$ cat src/rtl/rs_pkg.sv
// rs_pkg: GF(2^10) arithmetic, generator polynomials and encoder types
// shared by the dual-mode RS(544,514)/RS(528,514) encoder.
package rs_pkg;
    localparam int GF_M = 10;
    localparam logic [GF_M:0] GF_POLY = 11'h409;
    localparam int NPAR_KP4 = 30;
    localparam int NPAR_KR4 = 14;
    localparam logic MODE_KP4 = 1'b0;
    localparam logic MODE_KR4 = 1'b1;

    typedef logic [GF_M-1:0] sym_t;
    typedef logic [0:NPAR_KP4-1][GF_M-1:0] gvec_t;
    typedef enum logic [1:0] {IDLE, DATA, PARITY} enc_state_t;

    function automatic sym_t gf_mul(sym_t a, sym_t b);
        sym_t r = '0;
        for (int i = GF_M - 1; i >= 0; i--) begin
            r = {r[GF_M-2:0], 1'b0} ^ (r[GF_M-1] ? GF_POLY[GF_M-1:0] : '0);
            if (b[i]) r = r ^ a;
        end
        return r;
    endfunction

    // Expands prod_{k<n}(x - alpha^k); the monic x^n term is implicit.
    function automatic gvec_t gen_g(int n);
        sym_t p [0:NPAR_KP4];
        sym_t a = 10'h001;
        gvec_t g;
        for (int j = 0; j <= NPAR_KP4; j++) p[j] = (j == 0) ? 10'h001 : '0;
        for (int k = 0; k < n; k++) begin
            for (int j = k + 1; j > 0; j--) p[j] = p[j-1] ^ gf_mul(p[j], a);
            p[0] = gf_mul(p[0], a);
            a = gf_mul(a, 10'h002);
        end
        for (int j = 0; j < NPAR_KP4; j++) g[j] = (j < n) ? p[j] : '0;
        return g;
    endfunction

    localparam gvec_t G_KP4 = gen_g(NPAR_KP4);
    localparam gvec_t G_KR4 = gen_g(NPAR_KR4);
endpackage

$ cat src/rtl/gf1024_mul.sv
// gf1024_mul: combinational GF(2^10) symbol multiplier.
module gf1024_mul
    import rs_pkg::*;
(
    input  sym_t a,
    input  sym_t b,
    output sym_t p
);
    assign p = gf_mul(a, b);
endmodule

$ cat src/rtl/rs_enc_dual.sv
// rs_enc_dual: systematic RS encoder over GF(2^10), KP4 (30 parity) or
// KR4 (14 parity) chosen per codeword at SOP; registered outputs.
module rs_enc_dual
    import rs_pkg::*;
#(
    parameter int SYM_W    = 10,
    parameter int K        = 514,
    parameter int NPAR_MAX = 30
) (
    input  logic             clk,
    input  logic             rst,
    input  logic             mode,
    input  logic             sop,
    input  logic             valid_in,
    input  logic [SYM_W-1:0] data_in,
    output logic             ready,
    output logic             valid_out,
    output logic [SYM_W-1:0] data_out,
    output logic             sop_out,
    output logic             eop_out,
    output logic             err_abort
);
    enc_state_t state, state_n;
    logic mode_q, eff_mode, acc, sop_acc, upd;
    logic valid_n, sop_n, eop_n, err_n;
    logic [9:0] cnt, cnt_n;
    logic [4:0] pcnt, pcnt_n, top;
    sym_t fb, data_n;
    sym_t r [NPAR_MAX];
    sym_t r_n [NPAR_MAX];
    sym_t base [NPAR_MAX];
    sym_t prod [NPAR_MAX];

    assign acc      = valid_in && ready;
    assign sop_acc  = acc && sop;
    assign eff_mode = sop_acc ? mode : mode_q;
    assign top      = (eff_mode == MODE_KR4) ? 5'(NPAR_KR4 - 1) : 5'(NPAR_KP4 - 1);

    // An SOP restarts the LFSR from zero in the same cycle it is processed.
    always_comb begin
        for (int i = 0; i < NPAR_MAX; i++) base[i] = sop_acc ? '0 : r[i];
        fb  = data_in ^ base[top];
        upd = acc && (sop || state == DATA);
    end

    for (genvar i = 0; i < NPAR_MAX; i++) begin : g_tap
        if (i < NPAR_KP4) begin : g_mul
            gf1024_mul u_mul (
                .a(fb),
                .b((eff_mode == MODE_KR4) ? G_KR4[i] : G_KP4[i]),
                .p(prod[i])
            );
        end else begin : g_zero
            assign prod[i] = '0;
        end
    end

    // Taps above the active parity depth stay zero so a mode switch starts clean.
    always_comb begin
        r_n[0] = (state == PARITY) ? '0 : upd ? prod[0] : r[0];
        for (int i = 1; i < NPAR_MAX; i++)
            r_n[i] = (i > int'(top)) ? '0 : (state == PARITY) ? r[i-1] : upd ? base[i-1] ^ prod[i] : r[i];
    end

    always_comb begin
        state_n = state;
        cnt_n   = cnt;
        pcnt_n  = pcnt;
        valid_n = 1'b0;
        data_n  = '0;
        sop_n   = 1'b0;
        eop_n   = 1'b0;
        err_n   = 1'b0;
        if (sop_acc) begin
            cnt_n   = 10'd1;
            state_n = DATA;
            valid_n = 1'b1;
            data_n  = data_in;
            sop_n   = 1'b1;
            err_n   = (state == DATA);
        end else if (acc && state == DATA) begin
            cnt_n   = cnt + 10'd1;
            state_n = (cnt_n == 10'(K)) ? PARITY : DATA;
            valid_n = 1'b1;
            data_n  = data_in;
        end else if (acc) begin
            err_n = 1'b1;
        end else if (state == PARITY) begin
            valid_n = 1'b1;
            data_n  = r[top];
            eop_n   = (pcnt == top);
            pcnt_n  = eop_n ? '0 : pcnt + 5'd1;
            state_n = eop_n ? IDLE : PARITY;
        end
    end

    always_ff @(posedge clk) begin
        if (rst) begin
            state     <= IDLE;
            mode_q    <= MODE_KP4;
            cnt       <= '0;
            pcnt      <= '0;
            r         <= '{default: '0};
            ready     <= 1'b0;
            valid_out <= 1'b0;
            data_out  <= '0;
            sop_out   <= 1'b0;
            eop_out   <= 1'b0;
            err_abort <= 1'b0;
        end else begin
            state     <= state_n;
            mode_q    <= eff_mode;
            cnt       <= cnt_n;
            pcnt      <= pcnt_n;
            r         <= r_n;
            ready     <= (state_n != PARITY);
            valid_out <= valid_n;
            data_out  <= data_n;
            sop_out   <= sop_n;
            eop_out   <= eop_n;
            err_abort <= err_n;
        end
    end
endmodule

$ cat config.mk
export PLATFORM = sky130hd
export DESIGN_NAME = rs_enc_dual
export DESIGN_NICKNAME = d
export VERILOG_FILES = /design/src/rtl/rs_pkg.sv /design/src/rtl/gf1024_mul.sv /design/src/rtl/rs_enc_dual.sv
export SDC_FILE = /design/constraint.sdc
export NUM_CORES = 2
export LEC_CHECK = 0
export ABC_AREA = 1
export ABC_CLOCK_PERIOD_IN_PS = 16800
export CAP_MARGIN = 30
export CORE_MARGIN = 2
export CORE_UTILIZATION = 33
export CTS_CLUSTER_DIAMETER = 120
export DETAILED_ROUTE_END_ITERATION = 10
export PLACE_DENSITY_LB_ADDON = 0.15
export SLEW_MARGIN = 15
export SYNTH_ARGS = -nofsm -noshare
export SYNTH_HDL_FRONTEND = slang
export SYNTH_HIERARCHICAL = 1
export SYNTH_SLANG_ARGS = --single-unit
$ cat constraint.sdc
create_clock -name clk -period 16.8 [get_ports clk]
set_input_delay 4.2 -clock clk [delete_from_list [all_inputs] [get_ports clk]]
set_output_delay 4.2 -clock clk [all_outputs]
set_load 0.05 [all_outputs]
==> results <==
- The wire length of the first global-routing pass is between 300 and 400 mm.
- The initial core utilization is between 30% and 40%.
- At the later pin of the worst-skew pair, clock insertion delay measures 710 ps.
- In this run the core area contains between 150 and 200 standard-cell rows.
- The instance count after placement with tap cells included is 17383.
- The power density normalized to cell area is approximately 120 nW/µm².
- Summing the sequential cell areas from Yosys gives 8.37% of the chip area.
- The relative slew slack is 30.5%.
- The number of failing hold endpoints at the final stage came to 0.
- The number of cells on the worst reg-to-reg path is 25.
- The overall routed net length is between 200 and 250 mm.
- The overall power after layout is around 9.8 mW.
- The worst setup path is launched from an input pin.
- The clock skew after layout is roughly 55 ps.
- For this run, design rule violations remaining after detail routing come to 0.
- The launch instance of the worst register-to-register path is ready$_SDFF_PP0_.
- Counting along the longest clock path gives a buffer depth of 3.
- The number of gates resized after CTS was 0.
- The I/O pin total is 30.
- The die is 495 µm tall.
- The cell with the largest stage delay on the worst path is buf_4.
- The final count of negative-setup-slack endpoints is 0.
- In the final timing run, aggregate negative setup slack is 0 ps.
- The width of the die is 495 µm.
- Entering global routing, the biggest net connects about 220 pins.
- Compared with the post-synthesis result, the final layout area differs by 3.54%.
- The largest total area in the synthesized netlist belongs to nand2_1.
- The routability congestion estimate from global placement is 0.789.
- The endpoint of the worst setup timing path is r[180]$_SDFFE_PP0P_.
- The die covers roughly 250000 µm².
- For the worst setup path, the data arrival time is a little under 10000 ps.
- The cell sitting at the root of the clock tree is a clkbuf_16.
- Yosys attributes the largest share of cell area to nand2_1, xnor2_1, nand3_1.
- The tightest min-delay check is of the reg -> reg type.
- Detailed placement finished with a half-perimeter wire length of 150 mm.
- In the final routed layout, each cell accounts on average for around 14 µm.
- The synthesized area per cell is 5.47 µm².
- In the global route stage, overall resource usage came out at between 10% and 20%.
- The number of flip-flops and latches in the synthesized netlist is 333.
- The worst setup path is captured at a flop.
- After synthesis, the largest area contributor takes up around 34% of total cell area.
- The count of synthesis-stage warnings from yosys is 6.
- After layout, the minimum clock period comes to slightly above 9000 ps.
- The number of filler cells placed in the layout is 27057.
- Setup repair after global routing left no endpoint under its margin.
- The number of global-route vias before repair came to around 73000.
- In this run the remaining antenna-violating nets after routing total 0.
- In the final layout, the multi-input gates occupy about 62000 µm².
- Summing every instance area after synthesis gives between 70000 and 80000 µm².
- Across the VDD grid, the largest voltage drop is roughly 82 µV.
- In this run the register-to-register setup slack is roughly 11000 ps.
- The area inside the core boundary is approximately 240000 µm².
- The critical path launch point is sop.
- The buffer count from post-CTS setup fixing is 0.
- The launch point of the worst hold path is r[298]$_SDFFE_PP0P_.
- The post-detailed-route via-to-cell ratio is 4.58.
- The initial antenna violation count is 6.
- Summed over all layers, the global routing overflow is 0.
- CTS built an H-tree with a depth of 2.
- The CTS clock-pin slew for the worst setup and hold paths is ~60 ps.
- The via total after detailed routing is approximately 80000.
- The number of buffers inserted by port buffering is 29.
- The reg-to-reg endpoint is r[180]$_SDFFE_PP0P_.
- The startpoint-to-endpoint class of the critical path is in -> reg.
- The critical-path maximum fanout is 85.
- The initial DRC count is roughly 4200.
- The static leakage is 46.7 nW.
- The final cell count without fillers is around 17000.
- The TritonCTS buffer count is 54.
- The flow ran to the end, and the final reports show no timing, DRC or antenna violations.
- The first TritonRoute pass finished after 6 iterations.
- The tree built by TritonCTS fans out to about 330 sinks.
- Along the worst hold path, the cell count comes to 2.
- The transition time at the pin with the least slew margin is 1040 ps.
- The number of distinct library cells after synthesis is 43.
- The max-slew violation total from the final report came to 0.
- The worst path uses a little under three fifths of the clock period.
- The number of max-cap violations is 0.
- The final net count is 14274.
- The cell count after synthesis is ~15000.
- Based on the critical path, the design can be clocked at up to between 100 and 150 MHz.
- The TritonCTS clock tree is done.
- Across the whole layout, storage elements account for between 6000 and 7000 µm².
- Cells with a size suffix above 1 make up under 10% of the layout.
- On the worst path, the slowest cell contributes a delay of 720 ps.
- The hold buffer count at cts is 0.
- Data on the critical path is required at its endpoint by between 15000 and 20000 ps.
==> stage by stage <==
stage          utilization, %  hold slack (ps)  setup slack (ps)  cell area [µm²]
4_1_cts                  34.3              470              7450            82400
6_report                 34.3              469              7470            82400
2_1_floorplan               -              439              2560            80800
5_1_grt                  34.3              486              7000            82400
3_3_place_gp             33.5              461              6770            80400
3_5_place_dp             33.5              460              6720            80500
==> flip-flops by register name, summed over array words and instances, names as in the netlist <==
| name | cells |
|---|---|
| valid_out | 1 |
| pcnt | 5 |
| err_abort | 1 |
| eop_out | 1 |
| ready | 1 |
| state | 2 |
| cnt | 10 |
| sop_out | 1 |
| data_out | 10 |
| mode_q | 1 |
| r | 300 |
==> how the worst min path moves through the flow <==
stage                                      to  slack [ps]
final                     r[298]$_SDFFE_PP0P_         470
after global routing      r[298]$_SDFFE_PP0P_         490
after detailed placement  r[292]$_SDFFE_PP0P_         460
after floorplan           r[290]$_SDFFE_PP0P_         440
after CTS                 r[298]$_SDFFE_PP0P_         470
after global placement    r[292]$_SDFFE_PP0P_         460
==> report_power, final <==
group	leakage, nW	internal (mW)	switching (mW)
registers	2.73	0.894	0.0962
logic	43.0	2.74	4.83
clock network	0.923	0.758	0.509
==> cells in the mapped netlist, drive strengths merged <==
cell    number
nand4       40
clkbuf      79
a21oi      317
o221ai     290
nor3b        1
nor2       158
a21o         2
xnor2      970
a211oi       1
and3         1
nor4         2
buf        726
dfxtp      333
a31oi       10
nand2     7558
or2         56
xor2       737
clkinv       4
conb         2
ha           4
o211ai      12
nor3        11
o21bai       1
nand3b     188
o21ai       15
nand3     1442
inv       1596
==> routing by layer <==
| metal | routed length [µm] | global-route usage [%] | share of wire [%] | up-vias |
|---|---|---|---|---|
| met5 | 8 | 0 | 0.0033 | - |
| met4 | 5340 | 4.43 | 2.2 | 2 |
| met3 | 5310 | 1.24 | 2.2 | 218 |
| met2 | 113000 | 34.3 | 47 | 720 |
| met1 | 116000 | 25.3 | 48 | 35311 |
| li1 | - | - | - | 43787 |
==> layout make-up <==
type | count | share of cell area, %
multi-input cells | 12136 | 75.8
flip-flops and latches | 333 | 8.09
inverters | 1600 | 7.31
well taps | 3185 | 4.84
clock buffers | 67 | 1.79
repair buffers | 130 | 1.65
clock inverters | 32 | 0.522
diodes | 5 | 0.0152
==> cell families after synthesis <==
kind of cell	Yosys count	share of synthesized area (%)
compound gates	648	7.08
fa+ha+maj	4	0.0629
buf+inv	2405	14.8
other cells	2	0.00943
flops	333	8.37
simple gates	9457	50.3
xor+xnor	1707	19.3
==> worst max-delay path: cells and delay by family <==
| kind | cells | cell delay [ps] |
|---|---|---|
| XOR/XNOR | 2 | 360 |
| AO/OA/AOI/OAI | 3 | 630 |
| buffers and inverters | 8 | 3230 |
| AND/OR/NAND/NOR | 13 | 1300 |
==> layout by cell type, fill, tap and decap left out, drive strengths merged, types with 2 or more instances in the layout <==
| cell | netlist | final |
|---|---|---|
| a21oi | 317 | 317 |
| buf | 726 | 102 |
| bufinv | 0 | 9 |
| nand3 | 1442 | 1442 |
| nand3b | 188 | 188 |
| clkdlybuf4s50 | 0 | 28 |
| nand4 | 40 | 40 |
| nor4 | 2 | 2 |
| conb | 2 | 320 |
| nor3 | 11 | 11 |
| diode | 0 | 5 |
| a21o | 2 | 2 |
| xnor2 | 970 | 970 |
| inv | 1596 | 1597 |
| or2 | 56 | 56 |
| clkinvlp | 0 | 6 |
| ha | 4 | 4 |
| o21ai | 15 | 15 |
| xor2 | 737 | 737 |
| o211ai | 12 | 12 |
| clkinv | 4 | 20 |
| o221ai | 290 | 290 |
| clkbuf | 79 | 67 |
| a31oi | 10 | 10 |
| nand2 | 7558 | 7558 |
| dfxtp | 333 | 333 |
| nor2 | 158 | 158 |
Note: power is estimated with default switching activity, not from simulation.
